File: config.mk
export PLATFORM = sky130hd
export DESIGN_NAME = board_io_mmio
export DESIGN_NICKNAME = d
export VERILOG_FILES = /design/src/rtl/board_io_pkg.sv /design/src/rtl/seg7_decode.sv /design/src/rtl/board_io_mmio.sv
export SDC_FILE = /design/constraint.sdc
export NUM_CORES = 1
export LEC_CHECK = 0
export ABC_AREA = 1
export BUFFER_PORTS_ARGS = -buffer_cell sky130_fd_sc_hd__buf_2
export CORE_ASPECT_RATIO = 1.4
export CORE_MARGIN = 1.5
export CORE_UTILIZATION = 41
export CTS_CLUSTER_SIZE = 28
export DETAILED_ROUTE_END_ITERATION = 7
export GPL_TIMING_DRIVEN = 0
export PLACE_DENSITY_LB_ADDON = 0.05
export SLEW_MARGIN = 10
export SYNTH_ARGS = -nofsm -noshare
export SYNTH_HDL_FRONTEND = slang
export SYNTH_SLANG_ARGS = --single-unit
File: constraint.sdc
create_clock -name CLOCK_50 -period 2.3 [get_ports CLOCK_50]
set_input_delay 0.115 -clock CLOCK_50 [delete_from_list [all_inputs] [get_ports CLOCK_50]]
set_output_delay 0.115 -clock CLOCK_50 [all_outputs]
set_load 0.03 [all_outputs]
File: src/rtl/board_io_pkg.sv
// board_io_pkg: shared constants for the board I/O peripheral.
//   - byte offsets of the memory-mapped registers
//   - HEX_CTRL field positions
//   - seven-segment lookup (active-low, bit0=a .. bit6=g) and blank pattern
package board_io_pkg;

    localparam logic [4:0] OFF_LED      = 5'h00;
    localparam logic [4:0] OFF_HEX_DATA = 5'h04;
    localparam logic [4:0] OFF_HEX_CTRL = 5'h08;
    localparam logic [4:0] OFF_SW       = 5'h0C;
    localparam logic [4:0] OFF_KEY      = 5'h10;
    localparam logic [4:0] OFF_KEY_EVT  = 5'h14;
    localparam logic [4:0] OFF_IRQ_EN   = 5'h18;

    localparam int CTRL_EN_LSB    = 0;
    localparam int CTRL_BLINK_LSB = 8;
    localparam int CTRL_BLANK_BIT = 16;

    localparam logic [6:0] SEG_BLANK = 7'h7F;

    // Entry 15 first, entry 0 last.
    localparam logic [15:0][6:0] SEG_LUT = {
        7'h0E, 7'h06, 7'h21, 7'h46, 7'h03, 7'h08, 7'h10, 7'h00,
        7'h78, 7'h02, 7'h12, 7'h19, 7'h30, 7'h24, 7'h79, 7'h40
    };

endpackage

File: src/rtl/seg7_decode.sv
// seg7_decode: combinational hex nibble to active-low seven-segment pattern.
//   digit  in  4  nibble to display
//   seg    out 7  segments, bit0=a .. bit6=g, active-low
module seg7_decode
    import board_io_pkg::*;
(
    input  logic [3:0] digit,
    output logic [6:0] seg
);

    assign seg = SEG_LUT[digit];

endmodule

File: src/rtl/board_io_mmio.sv
// board_io_mmio: memory-mapped LED / seven-segment / switch / key peripheral.
//   CLOCK_50, RESET_N        clock, async active-low reset
//   req_valid/we/addr/wdata  bus request (always accepted, req_ready=1)
//   rsp_valid/rsp_rdata      registered response, one cycle after request
//   SW, KEY                  raw asynchronous inputs (KEY active-low)
//   LEDR, HEX                registered LED / segment drive (HEX active-low)
//   irq                      level interrupt = |(KEY_EVT & IRQ_EN), registered
module board_io_mmio
    import board_io_pkg::*;
#(
    parameter int N_LED        = 10,
    parameter int N_SW         = 10,
    parameter int N_KEY        = 4,
    parameter int N_HEX        = 6,
    parameter int DEBOUNCE_CYC = 500000,
    parameter int BLINK_DIV    = 25000000
) (
    input  logic               CLOCK_50,
    input  logic               RESET_N,
    input  logic               req_valid,
    output logic               req_ready,
    input  logic               req_we,
    input  logic [4:0]         req_addr,
    input  logic [31:0]        req_wdata,
    output logic               rsp_valid,
    output logic [31:0]        rsp_rdata,
    input  logic [N_SW-1:0]    SW,
    input  logic [N_KEY-1:0]   KEY,
    output logic [N_LED-1:0]   LEDR,
    output logic [7*N_HEX-1:0] HEX,
    output logic               irq
);

    localparam int TW = $clog2(DEBOUNCE_CYC);
    localparam int BW = $clog2(BLINK_DIV);
    localparam logic [TW-1:0] TICK_MAX  = TW'(DEBOUNCE_CYC - 1);
    localparam logic [BW-1:0] BLINK_MAX = BW'(BLINK_DIV - 1);

    logic [N_SW-1:0]    sw_s1, sw_s2, sw_prev, sw_db, sw_db_nxt, sw_agree;
    logic [N_KEY-1:0]   key_s1, key_s2, key_prev, key_db, key_db_nxt, key_agree;
    logic [N_KEY-1:0]   key_rise, key_evt, evt_clr, irq_en;
    logic [TW-1:0]      tick_cnt;
    logic               tick;
    logic [BW-1:0]      blink_cnt;
    logic               blink_wrap, phase, phase_nxt;
    logic [N_LED-1:0]   led;
    logic [4*N_HEX-1:0] hex_data, hex_data_nxt;
    logic [N_HEX-1:0]   dig_en, dig_en_nxt, blink_mask, blink_mask_nxt;
    logic               blank, blank_nxt;
    logic [N_HEX-1:0][6:0] seg_dec;
    logic [7*N_HEX-1:0] hex_nxt, hex_q;
    logic               wr;
    logic [4:0]         off;
    logic [31:0]        rdata_nxt;
    logic               unused_bits;

    assign req_ready   = 1'b1;
    assign wr          = req_valid & req_we;
    assign off         = {req_addr[4:2], 2'b00};
    assign unused_bits = ^{req_addr[1:0], req_wdata};

    // Debounce: a bit follows its tick sample only when two consecutive
    // samples agree. Keys are inverted ahead of the synchroniser so that
    // the all-zero reset state means "not pressed".
    assign tick       = (tick_cnt == TICK_MAX);
    assign sw_agree   = ~(sw_s2 ^ sw_prev);
    assign key_agree  = ~(key_s2 ^ key_prev);
    assign sw_db_nxt  = tick ? ((sw_s2 & sw_agree) | (sw_db & ~sw_agree)) : sw_db;
    assign key_db_nxt = tick ? ((key_s2 & key_agree) | (key_db & ~key_agree)) : key_db;
    assign key_rise   = key_db_nxt & ~key_db;

    assign blink_wrap = (blink_cnt == BLINK_MAX);
    assign phase_nxt  = phase ^ blink_wrap;
    assign evt_clr    = (wr && off == OFF_KEY_EVT) ? req_wdata[N_KEY-1:0] : '0;

    always_ff @(posedge CLOCK_50 or negedge RESET_N) begin
        if (!RESET_N) begin
            sw_s1 <= '0; sw_s2 <= '0; sw_prev <= '0; sw_db <= '0;
            key_s1 <= '0; key_s2 <= '0; key_prev <= '0; key_db <= '0;
            tick_cnt <= '0;
            blink_cnt <= '0;
            phase <= 1'b0;
        end else begin
            sw_s1  <= SW;
            sw_s2  <= sw_s1;
            key_s1 <= ~KEY;
            key_s2 <= key_s1;
            tick_cnt <= tick ? '0 : tick_cnt + TW'(1);
            if (tick) begin
                sw_prev  <= sw_s2;
                key_prev <= key_s2;
            end
            sw_db  <= sw_db_nxt;
            key_db <= key_db_nxt;
            blink_cnt <= blink_wrap ? '0 : blink_cnt + BW'(1);
            phase <= phase_nxt;
        end
    end

    // Display registers are looked at through their next values so the
    // registered HEX output lands in the same cycle as the write response.
    always_comb begin
        hex_data_nxt   = hex_data;
        dig_en_nxt     = dig_en;
        blink_mask_nxt = blink_mask;
        blank_nxt      = blank;
        if (wr && off == OFF_HEX_DATA)
            hex_data_nxt = req_wdata[4*N_HEX-1:0];
        if (wr && off == OFF_HEX_CTRL) begin
            dig_en_nxt     = req_wdata[CTRL_EN_LSB +: N_HEX];
            blink_mask_nxt = req_wdata[CTRL_BLINK_LSB +: N_HEX];
            blank_nxt      = req_wdata[CTRL_BLANK_BIT];
        end
    end

    for (genvar i = 0; i < N_HEX; i++) begin : g_dig
        seg7_decode u_dec (
            .digit (hex_data_nxt[4*i +: 4]),
            .seg   (seg_dec[i])
        );
        assign hex_nxt[7*i +: 7] =
            (dig_en_nxt[i] && !blank_nxt && !(blink_mask_nxt[i] && phase_nxt))
            ? seg_dec[i] : SEG_BLANK;
    end

    always_comb begin
        rdata_nxt = '0;
        if (req_valid && !req_we) begin
            case (off)
                OFF_LED:      rdata_nxt[N_LED-1:0]   = led;
                OFF_HEX_DATA: rdata_nxt[4*N_HEX-1:0] = hex_data;
                OFF_HEX_CTRL: begin
                    rdata_nxt[CTRL_EN_LSB +: N_HEX]    = dig_en;
                    rdata_nxt[CTRL_BLINK_LSB +: N_HEX] = blink_mask;
                    rdata_nxt[CTRL_BLANK_BIT]          = blank;
                end
                OFF_SW:       rdata_nxt[N_SW-1:0]  = sw_db;
                OFF_KEY:      rdata_nxt[N_KEY-1:0] = key_db;
                OFF_KEY_EVT:  rdata_nxt[N_KEY-1:0] = key_evt;
                OFF_IRQ_EN:   rdata_nxt[N_KEY-1:0] = irq_en;
                default:      rdata_nxt = '0;
            endcase
        end
    end

    always_ff @(posedge CLOCK_50 or negedge RESET_N) begin
        if (!RESET_N) begin
            rsp_valid  <= 1'b0;
            rsp_rdata  <= '0;
            led        <= '0;
            irq_en     <= '0;
            hex_data   <= '0;
            dig_en     <= '0;
            blink_mask <= '0;
            blank      <= 1'b0;
            hex_q      <= {N_HEX{SEG_BLANK}};
            key_evt    <= '0;
            irq        <= 1'b0;
        end else begin
            rsp_valid <= req_valid;
            rsp_rdata <= rdata_nxt;
            if (wr && off == OFF_LED)    led    <= req_wdata[N_LED-1:0];
            if (wr && off == OFF_IRQ_EN) irq_en <= req_wdata[N_KEY-1:0];
            hex_data   <= hex_data_nxt;
            dig_en     <= dig_en_nxt;
            blink_mask <= blink_mask_nxt;
            blank      <= blank_nxt;
            hex_q      <= hex_nxt;
            // Set is OR'd in after the clear so a same-cycle event survives.
            key_evt    <= (key_evt & ~evt_clr) | key_rise;
            irq        <= |(key_evt & irq_en);
        end
    end

    assign LEDR = led;
    assign HEX  = hex_q;

endmodule

==> impl_metrics.env, run 1 <==
export IMPL_top_level_ports=142
export IMPL_nFillCells=2593
export IMPL_p_sw_share_pct=32.8
export IMPL_start_util_pct=41.7
export IMPL_cts_sinks=224
export IMPL_cts_buffers=24
export IMPL_p_comb_share_pct=24.6
export IMPL_p_leak_nw=6.80
export IMPL_portBuffers=121
export IMPL_antenna_left=0
export IMPL_htreeDepth=1
export IMPL_drv_cap=0
export IMPL_max_freq_mhz=481
export IMPL_worst_pin_slew_ps=881
export IMPL_worst_slack_ps=223
export IMPL_grt_max_degree=85
export IMPL_synth_seq_area_share_pct=52.0
export IMPL_antenna_cells=0
export IMPL_finalHoldViolations=0
export IMPL_rows=70
export IMPL_syn_inst=1308
export IMPL_cts_root_buf="clkbuf_16"
export IMPL_antenna_found_initial=0
export IMPL_netSwitchingPower_mw=3.80
export IMPL_vias=9071
export IMPL_final_setup_tns_ps=0
export IMPL_min_path_type="primary input to flip-flop"
export IMPL_syn_area_sq_um=10900
export IMPL_final_util_pct=50.5
export IMPL_syn_to_final_growth_pct=21.1
export IMPL_cts_tree="yes"
export IMPL_yosysWarnings=0
export IMPL_power_frac_clock_pct=34.1
export IMPL_postCtsSetupBuffers=0
export IMPL_reg2reg_depth=11
export IMPL_pre_cts_slack_ps=-252
export IMPL_drive_gt1_share_pct=18.0
export IMPL_final_cell_count_no_fill=1841
export IMPL_finish_instance_area_sq_um=13200
export IMPL_required_ps=2760
export IMPL_vdd_drop_max_v=0.000592
export IMPL_dr_pass1_iters=5
export IMPL_fin_crit_ps=2080
export IMPL_multi_input_area_sq_um=4390
export IMPL_die_area_sq_um=27500
export IMPL_viasPerCell=4.93
export IMPL_die_w_um=141
export IMPL_dpl_cell_area_sq_um=12000
export IMPL_globalplace_congestion=0.878
export IMPL_die_h_um=196
export IMPL_hpwl_um=21100
export IMPL_dp_cells=1762
export IMPL_clk_pin_slew_ps=60
export IMPL_cellInternalPower_mw=7.80
export IMPL_drtIter0Drc=372
export IMPL_finalNetCount=1598
export IMPL_criticalPathCategory="flip-flop to flip-flop"
export IMPL_clock_skew_ps=24.7
export IMPL_track_usage_pct=21.7
export IMPL_ys_ff_latch=224
export IMPL_overflow=0
export IMPL_rsz0062_at_grt="false"
export IMPL_cts_max_path_buffers=3
export IMPL_fin_total_pwr_mw=11.6
export IMPL_power_density_nw_per_um2=880
export IMPL_finalSetupViolCount=0
export IMPL_design_core_area_sq_um=26100
export IMPL_start_kind="flip-flop"
export IMPL_post_route_drc_count=0
export IMPL_max_slew_margin_rel_pct=40.8
export IMPL_drt_total_wl_um=28800
export IMPL_min_path_cells=3
export IMPL_syn_area_per_cell_sq_um=8.32
export IMPL_end_kind="flip-flop"
export IMPL_whs_ps=51.0
export IMPL_finalMaxSlewViolations=0
export IMPL_status="completed"
export IMPL_reg2reg_setup_slack_ps=220
export IMPL_post_route_period_util_pct=90.3
export IMPL_seqPwrFrac_pct=41.3
export IMPL_first_global_vias=9050
export IMPL_cp_data_arrival_time_ps=2530
export IMPL_wl_per_cell_um=15.7
export IMPL_grt_pass1_wl_um=47200
export IMPL_crit_fanout=10
export IMPL_insertion_delay_ps=530
export IMPL_regArea_sq_um=5660
export IMPL_synth_cell_types=45
[critical path, cell delays in order, from the launching register on]
cell and delay, ps:
dfrtp_1 370, ha_1 190, nand2_1 80, nor2_2 220, nand2_1 80, nor2_1 190, nand2_2 220, nand2_4 190
nand3_1 200, nand2_1 140, inv_2 60, nand2_1 60
[synthesized netlist by cell type]
master	number	share of area, %
nand2_1	373	13
dfrtp_1	182	42
inv_1	165	5.7
nor2_1	118	4.1
nand3_1	94	4.3
o21ai_0	65	3.0
ha_1	43	4.9
dfstp_2	42	10
nand4_1	28	1.6
a21oi_1	23	1.1
nor3_1	22	1.0
o21ai_1	18	0.83
inv_2	15	0.52
xor2_1	12	0.97
buf_4	11	0.76
nand2_2	11	0.63
o211ai_1	11	0.76
clkbuf_1	10	0.35
buf_2	9	0.41
o22ai_1	7	0.40
a31oi_1	5	0.29
o21ai_2	5	0.40
nand3b_1	4	0.28
nor3b_1	3	0.21
a221oi_1	2	0.16
a22oi_1	2	0.14
a41oi_1	2	0.16
buf_6	2	0.21
conb_1	2	0.069
mux2_2	2	0.21
nor2_4	2	0.21
nor4_1	2	0.12
o21a_1	2	0.14
o21ai_4	2	0.30
xnor2_1	2	0.16
a2bb2oi_1	1	0.081
and2_1	1	0.058
and3_1	1	0.058
buf_1	1	0.034
clkinv_1	1	0.034
nand3_2	1	0.092
nand3_4	1	0.16
nor3_2	1	0.092
o31ai_1	1	0.069
or2_0	1	0.058
[registers in the layout, summed over array words and instances, names as in the netlist, 4 cells and up, named ones only]
name        cells
HEX            42
blink_cnt      25
hex_data       24
rsp_rdata      24
tick_cnt       19
LEDR           10
sw_prev        10
sw_s1          10
sw_s2          10
blink_mask      6
dig_en          6
irq_en          4
key_db          4
key_evt         4
key_prev        4
key_s1          4
key_s2          4
[power groups by stage]
stage	combinational [mW]	sequential [mW]	clock, mW
2_1_floorplan	1.32	5.50	0
3_3_place_gp	2.80	4.86	0
3_5_place_dp	2.82	4.86	0
4_1_cts	2.88	4.79	4.08
5_1_grt	3.21	4.84	4.23
6_report	2.86	4.79	3.95
[logic make-up after synthesis]
| group | synth area share [%] |
|---|---|
| buffers and inverters | 8.01 |
| other | 0.0690 |
| AO/OA/AOI/OAI | 7.78 |
| XOR/XNOR | 1.13 |
| flip-flops | 52.0 |
| adder cells (fa/ha/maj) | 4.95 |
| AND/OR/NAND/NOR | 25.8 |
| multiplexers | 0.207 |
[path summary, 6_finish.rpt]
check                              start      endpoint
max in group asynchronous        RESET_N       HEX[27]
setup / recovery            blink_cnt[0]       HEX[30]
hold / removal             req_wdata[22]  hex_data[22]
hold reg to reg                 sw_s1[7]      sw_s2[7]
setup reg to reg            blink_cnt[0]       HEX[30]
min in group asynchronous        RESET_N  tick_cnt[11]
[layout by cell type (no fill, tap or decap), drive strengths merged]
cell type    count
dfrtp          182
xor2            12
a41oi            2
nor3            23
a22oi            2
clkbuf          44
a221oi           2
and3             1
o31ai            1
conb             9
ha              43
and2             1
a31oi            5
dfstp           42
a21oi           23
nor2           120
nor3b            3
o21ai           90
nand3           96
o21a             2
or2              1
dlygate4sd3     36
clkinv           8
mux2             2
buf            145
clkinvlp         1
inv            180
a2bb2oi          1
nand2          384
bufinv           2
xnor2            2
o211ai          11
nor4             2
nand3b           4
o22ai            7
nand4           28
[routing by layer]
layer  GRT usage, %  wire (um)  part of all wire, %
met4           7.68        896                  3.1
met2           39.1      14700                   51
met3           3.20       1170                  4.1
met1           26.3      12100                   42
met5              0          0                    0
[cell type report]
type / instances / area share, %
Sequential cell: 224 / 42.9
Multi-Input combinational cell: 877 / 33.4
Timing Repair Buffer: 159 / 7.83
Clock buffer: 33 / 5.36
Inverter: 181 / 5.16
Tap cell: 324 / 3.08
Buffer: 33 / 1.49
Clock inverter: 10 / 0.798
[timing repair]
item	in CTS	in global routing
hold buffers	36	0
endpoints found under the setup margin	0	66
hold endpoints to repair	128	0
gates resized for setup	0	11
Note: power is estimated with default switching activity, not from simulation.
==> inputs of run 2 (changes only) <==
Settings changed: ABC_CLOCK_PERIOD_IN_PS set to 2300, PLACE_DENSITY_LB_ADDON 0.05 to unset.
==> run 2 against run 1 <==
  * Cell area barely moved
  * Global-route usage shrank 0.30 points
  * Combinational power is essentially flat
  * Utilization about the same
  * Sequential cell count unchanged
  * Clock skew shrank 14 ps
  * Register-to-register slack about the same
  * Via count shrank 0.19%
  * Worst hold slack got worse by 35 ps
  * Total power decreased by 0.71%
  * Largest power group unchanged
==> impl_metrics.env, run 2 (synthesized netlist as in run 1, its figures left out) <==
export IMPL_drv_cap=0
export IMPL_track_usage_pct=21.4
export IMPL_finish_instance_area_sq_um=13200
export IMPL_max_freq_mhz=483
export IMPL_dpl_cell_area_sq_um=12000
export IMPL_status="completed"
export IMPL_finalNetCount=1598
export IMPL_whs_ps=15.6
export IMPL_drt_total_wl_um=28800
export IMPL_post_route_drc_count=0
export IMPL_cts_tree="yes"
export IMPL_cts_buffers=24
export IMPL_antenna_found_initial=0
export IMPL_criticalPathCategory="flip-flop to flip-flop"
export IMPL_rows=70
export IMPL_finalMaxSlewViolations=0
export IMPL_cts_sinks=224
export IMPL_first_global_vias=9124
export IMPL_drtIter0Drc=436
export IMPL_max_slew_margin_rel_pct=37.0
export IMPL_drive_gt1_share_pct=17.8
export IMPL_dr_pass1_iters=5
export IMPL_clock_skew_ps=11.1
export IMPL_rsz0062_at_grt="false"
export IMPL_vdd_drop_max_v=0.000630
export IMPL_crit_fanout=10
export IMPL_vias=9054
export IMPL_die_h_um=196
export IMPL_grt_pass1_wl_um=46600
export IMPL_reg2reg_setup_slack_ps=230
export IMPL_worst_pin_slew_ps=938
export IMPL_wl_per_cell_um=15.6
export IMPL_dp_cells=1762
export IMPL_cts_root_buf="clkbuf_16"
export IMPL_end_kind="flip-flop"
export IMPL_globalplace_congestion=0.894
export IMPL_grt_max_degree=110
export IMPL_required_ps=2760
export IMPL_largest_register_ffs=42
export IMPL_cp_data_arrival_time_ps=2530
export IMPL_die_area_sq_um=27500
export IMPL_viasPerCell=4.91
export IMPL_finalSetupViolCount=0
export IMPL_antenna_left=0
export IMPL_post_route_period_util_pct=90.0
export IMPL_fin_crit_ps=2070
export IMPL_syn_to_final_growth_pct=21.0
export IMPL_clk_pin_slew_ps=60
export IMPL_final_cell_count_no_fill=1844
export IMPL_overflow=0
export IMPL_htreeDepth=1
export IMPL_finalHoldViolations=0
export IMPL_p_leak_nw=6.79
export IMPL_fin_total_pwr_mw=11.5
export IMPL_min_path_type="primary input to async pin"
export IMPL_die_w_um=141
export IMPL_layout_commonest_cell="nand2_1"
export IMPL_portBuffers=121
export IMPL_top_level_ports=142
export IMPL_final_cell_mix="nand2_1, dfrtp_1, inv_1"
export IMPL_power_density_nw_per_um2=875
export IMPL_design_core_area_sq_um=26100
export IMPL_hpwl_um=21200
export IMPL_start_util_pct=41.7
export IMPL_cts_max_path_buffers=3
export IMPL_insertion_delay_ps=520
export IMPL_start_kind="flip-flop"
## run 2: cell type report
type                       count  area (sq um)
antenna                        2          5.00
buffer                        33           193
clock buffer                  36           749
clock inverter                 8          58.8
fill                        2528         12900
inverter                     181           679
multi-input combinational    877          4380
sequential                   224          5660
tap                          324           405
timing repair buffer         159          1030
## run 2: worst paths after layout
kind	start	endpoint	depth (start not counted)
min in group CLOCK_50	req_wdata[20]	hex_data[20]	3
max in group asynchronous	RESET_N	HEX[3]	4
setup / recovery	blink_cnt[0]	HEX[8]	11
hold / removal	RESET_N	sw_s2[1]	2
hold reg to reg	sw_s1[1]	sw_s2[1]	0
setup reg to reg	blink_cnt[0]	HEX[8]	11
## run 2: what timing repair did
item | CTS | global route
endpoints found under the setup margin | 0 | 45
gates resized for setup | 0 | 5
buffers inserted | 0 | 0
hold buffers | 36 | 0
endpoints found under the hold margin | 150 | 0
## run 2: routing by layer
layer / up-vias / track usage, % / part of all wire (%)
met3: 61 / 3.15 / 4.4
li1: 4530 / - / -
met1: 4271 / 25.7 / 41
met5: - / 0 / 0
met2: 192 / 38.3 / 50
met4: 0 / 8.64 / 3.7
## run 2: report_power, final
part / switching (mW) / internal (mW) / total [mW]
logic: 2.01 / 0.832 / 2.84
clock network: 1.59 / 2.27 / 3.86
registers: 0.209 / 4.60 / 4.81
## run 2: critical path: stages, from the launching register on
cell     delay [ps]
dfrtp_1         370
ha_1            200
nand2_1          80
nor2_2          210
nand2_1          80
nor2_1          190
nand2_2         200
nand2_2         200
nand3_1         230
nand2_1         140
inv_2            50
nand2_1          60
## run 2: stage by stage
stage                     util [%]  setup WS [ps]  TNS [ps]
after floorplan                  -            534         0
after global placement        45.6          -2790   -565880
after detailed placement      45.9           -273     -2520
after CTS                     50.4           46.8         0
after global routing          50.4           1.27         0
final                         50.4            230         0
==> inputs of run 3 (changes only) <==
Settings changed: ABC_CLOCK_PERIOD_IN_PS 2300 to 1700.
Clock period 2.3 ns to 1.7 ns, I/O delays scaled along.
==> run 3 against run 2 <==
  * Total power grew 38%
  * The run now ends with setup timing left
  * Cell area grew 6.0%
  * Utilization grew 3.0 points
  * Sequential cell count is the same
  * Final cell count grew 1.6%
  * Combinational power grew 43%
  * Non-clock buffer count grew 32
  * Fmax grew 19%
  * Worst hold slack gained 40 ps
  * Largest cell class unchanged
  * Clock power grew 36%
  * Sequential power grew 35%
  * Routed wire length grew 2.2%
==> impl_metrics.env, run 3 (synthesized netlist as in run 1, its figures left out) <==
export IMPL_status="finished, violations left"
export IMPL_violations="setup timing"
export IMPL_max_freq_mhz=577
export IMPL_fin_total_pwr_mw=15.8
export IMPL_layout_commonest_cell="nand2_1"
export IMPL_globalplace_congestion=0.914
export IMPL_antenna_left=0
export IMPL_final_cell_mix="nand2_1, dfrtp_1, inv_1"
export IMPL_dp_cells=1762
export IMPL_final_cell_count_no_fill=1874
export IMPL_finalHoldViolations=0
export IMPL_min_path_cells=3
export IMPL_criticalPathCategory="flip-flop to flip-flop"
export IMPL_wl_per_cell_um=15.7
export IMPL_htreeDepth=1
export IMPL_finish_instance_area_sq_um=14000
export IMPL_cts_root_buf="clkbuf_16"
export IMPL_start_util_pct=41.7
export IMPL_drive_gt1_share_pct=23.9
export IMPL_cts_tree="yes"
export IMPL_hpwl_um=20900
export IMPL_start_kind="flip-flop"
export IMPL_power_density_nw_per_um2=1140
export IMPL_cts_max_path_buffers=3
export IMPL_pre_cts_slack_ps=-793
export IMPL_cts_sinks=224
export IMPL_viasPerCell=5.00
export IMPL_whs_endpoint="hex_data[14]"
export IMPL_cts_buffers=24
export IMPL_track_usage_pct=21.6
export IMPL_worst_slack_ps=-33.0
export IMPL_cp_data_arrival_time_ps=2190
export IMPL_antenna_found_initial=0
export IMPL_finalNetCount=1630
export IMPL_drv_cap=0
export IMPL_min_path_type="primary input to flip-flop"
export IMPL_worst_pin_slew_ps=728
export IMPL_largest_register_ffs=42
export IMPL_clock_skew_ps=12.1
export IMPL_drtIter0Drc=512
export IMPL_reg2reg_setup_slack_ps=-30
export IMPL_nFillCells=2438
export IMPL_portBuffers=121
export IMPL_design_core_area_sq_um=26100
export IMPL_post_route_period_util_pct=102
export IMPL_end_kind="flip-flop"
export IMPL_finalSetupViolCount=15
export IMPL_grt_max_degree=110
export IMPL_p_leak_nw=7.14
export IMPL_fin_crit_ps=1730
export IMPL_clk_pin_slew_ps=60
export IMPL_post_route_drc_count=0
export IMPL_dpl_cell_area_sq_um=12000
export IMPL_whs_ps=56.1
export IMPL_die_w_um=141
export IMPL_overflow=0
export IMPL_die_area_sq_um=27500
export IMPL_dr_pass1_iters=5
export IMPL_syn_to_final_growth_pct=28.3
export IMPL_grt_pass1_wl_um=47400
export IMPL_rows=70
export IMPL_reg2reg_depth=10
export IMPL_rsz0062_at_grt="true"
export IMPL_finalMaxSlewViolations=0
export IMPL_drt_total_wl_um=29400
export IMPL_die_h_um=196
export IMPL_final_setup_tns_ps=-198
export IMPL_final_util_pct=53.5
export IMPL_required_ps=2150
export IMPL_top_level_ports=142
export IMPL_max_slew_margin_rel_pct=51.5
export IMPL_first_global_vias=9316
export IMPL_r2r_end="HEX[13]"
export IMPL_insertion_delay_ps=530
export IMPL_vdd_drop_max_v=0.000698
export IMPL_min_from="req_wdata[14]"
export IMPL_r2r_start="blink_cnt[0]"
export IMPL_vias=9362
export IMPL_antenna_cells=0
export IMPL_crit_fanout=7
run 3: final cells by class:
cell class / count / area (sq um) / share of cell area, %
Multi-Input combinational cell: 877 / 4760 / 34.1
Clock inverter: 6 / 55.1 / 0.395
Timing Repair Buffer: 191 / 1350 / 9.69
Buffer: 33 / 256 / 1.84
Tap cell: 324 / 405 / 2.91
Inverter: 181 / 721 / 5.17
Clock buffer: 38 / 744 / 5.34
Sequential cell: 224 / 5660 / 40.6
run 3: layer usage:
| layer | vias to the layer above | GRT usage (%) | part of all wire, % | wire length (um) |
|---|---|---|---|---|
| met5 | - | 0 | 0 | 0 |
| met4 | 0 | 8.76 | 3.3 | 964 |
| met3 | 60 | 3.25 | 4.3 | 1270 |
| met2 | 226 | 38.6 | 51 | 15100 |
| met1 | 4504 | 26.0 | 41 | 12100 |
| li1 | 4572 | - | - | - |
run 3: worst max-delay path, cell delays in order (launching register included):
cell and delay (ps):
dfrtp_1 370, ha_2 190, nand2_2 70, nor2_4 120
nand2_2 80, nor2_4 170, nand3_4 240, nand3_4 200
nand2_2 70, inv_2 80, nand2_1 50
run 3: repair_timing:
action                     4_1_cts  5_1_grt
pin swaps                        9       16
hold buffers                    38        0
resized for setup               54       97
setup endpoints to repair      102       89
hold endpoints to repair       243        0
gates cloned                     0        3
setup buffers                    8       19
run 3: worst max-delay path by stage:
stage | from | endpoint | slack [ps]
after floorplan | req_addr[4] | HEX[24] | -0.4
final | blink_cnt[0] | HEX[13] | -30
after detailed placement | req_valid | HEX[20] | -790
after global routing | blink_cnt[0] | HEX[13] | -110
after CTS | blink_cnt[0] | HEX[2] | -9
after global placement | RESET_N | rsp_rdata[21] | -3390
run 3: report_power, final:
group	total [mW]	switching, mW	internal [mW]
combinational	4.06	2.86	1.21
sequential	6.51	0.286	6.23
clock	5.26	2.12	3.14
total	15.8	5.26	10.6
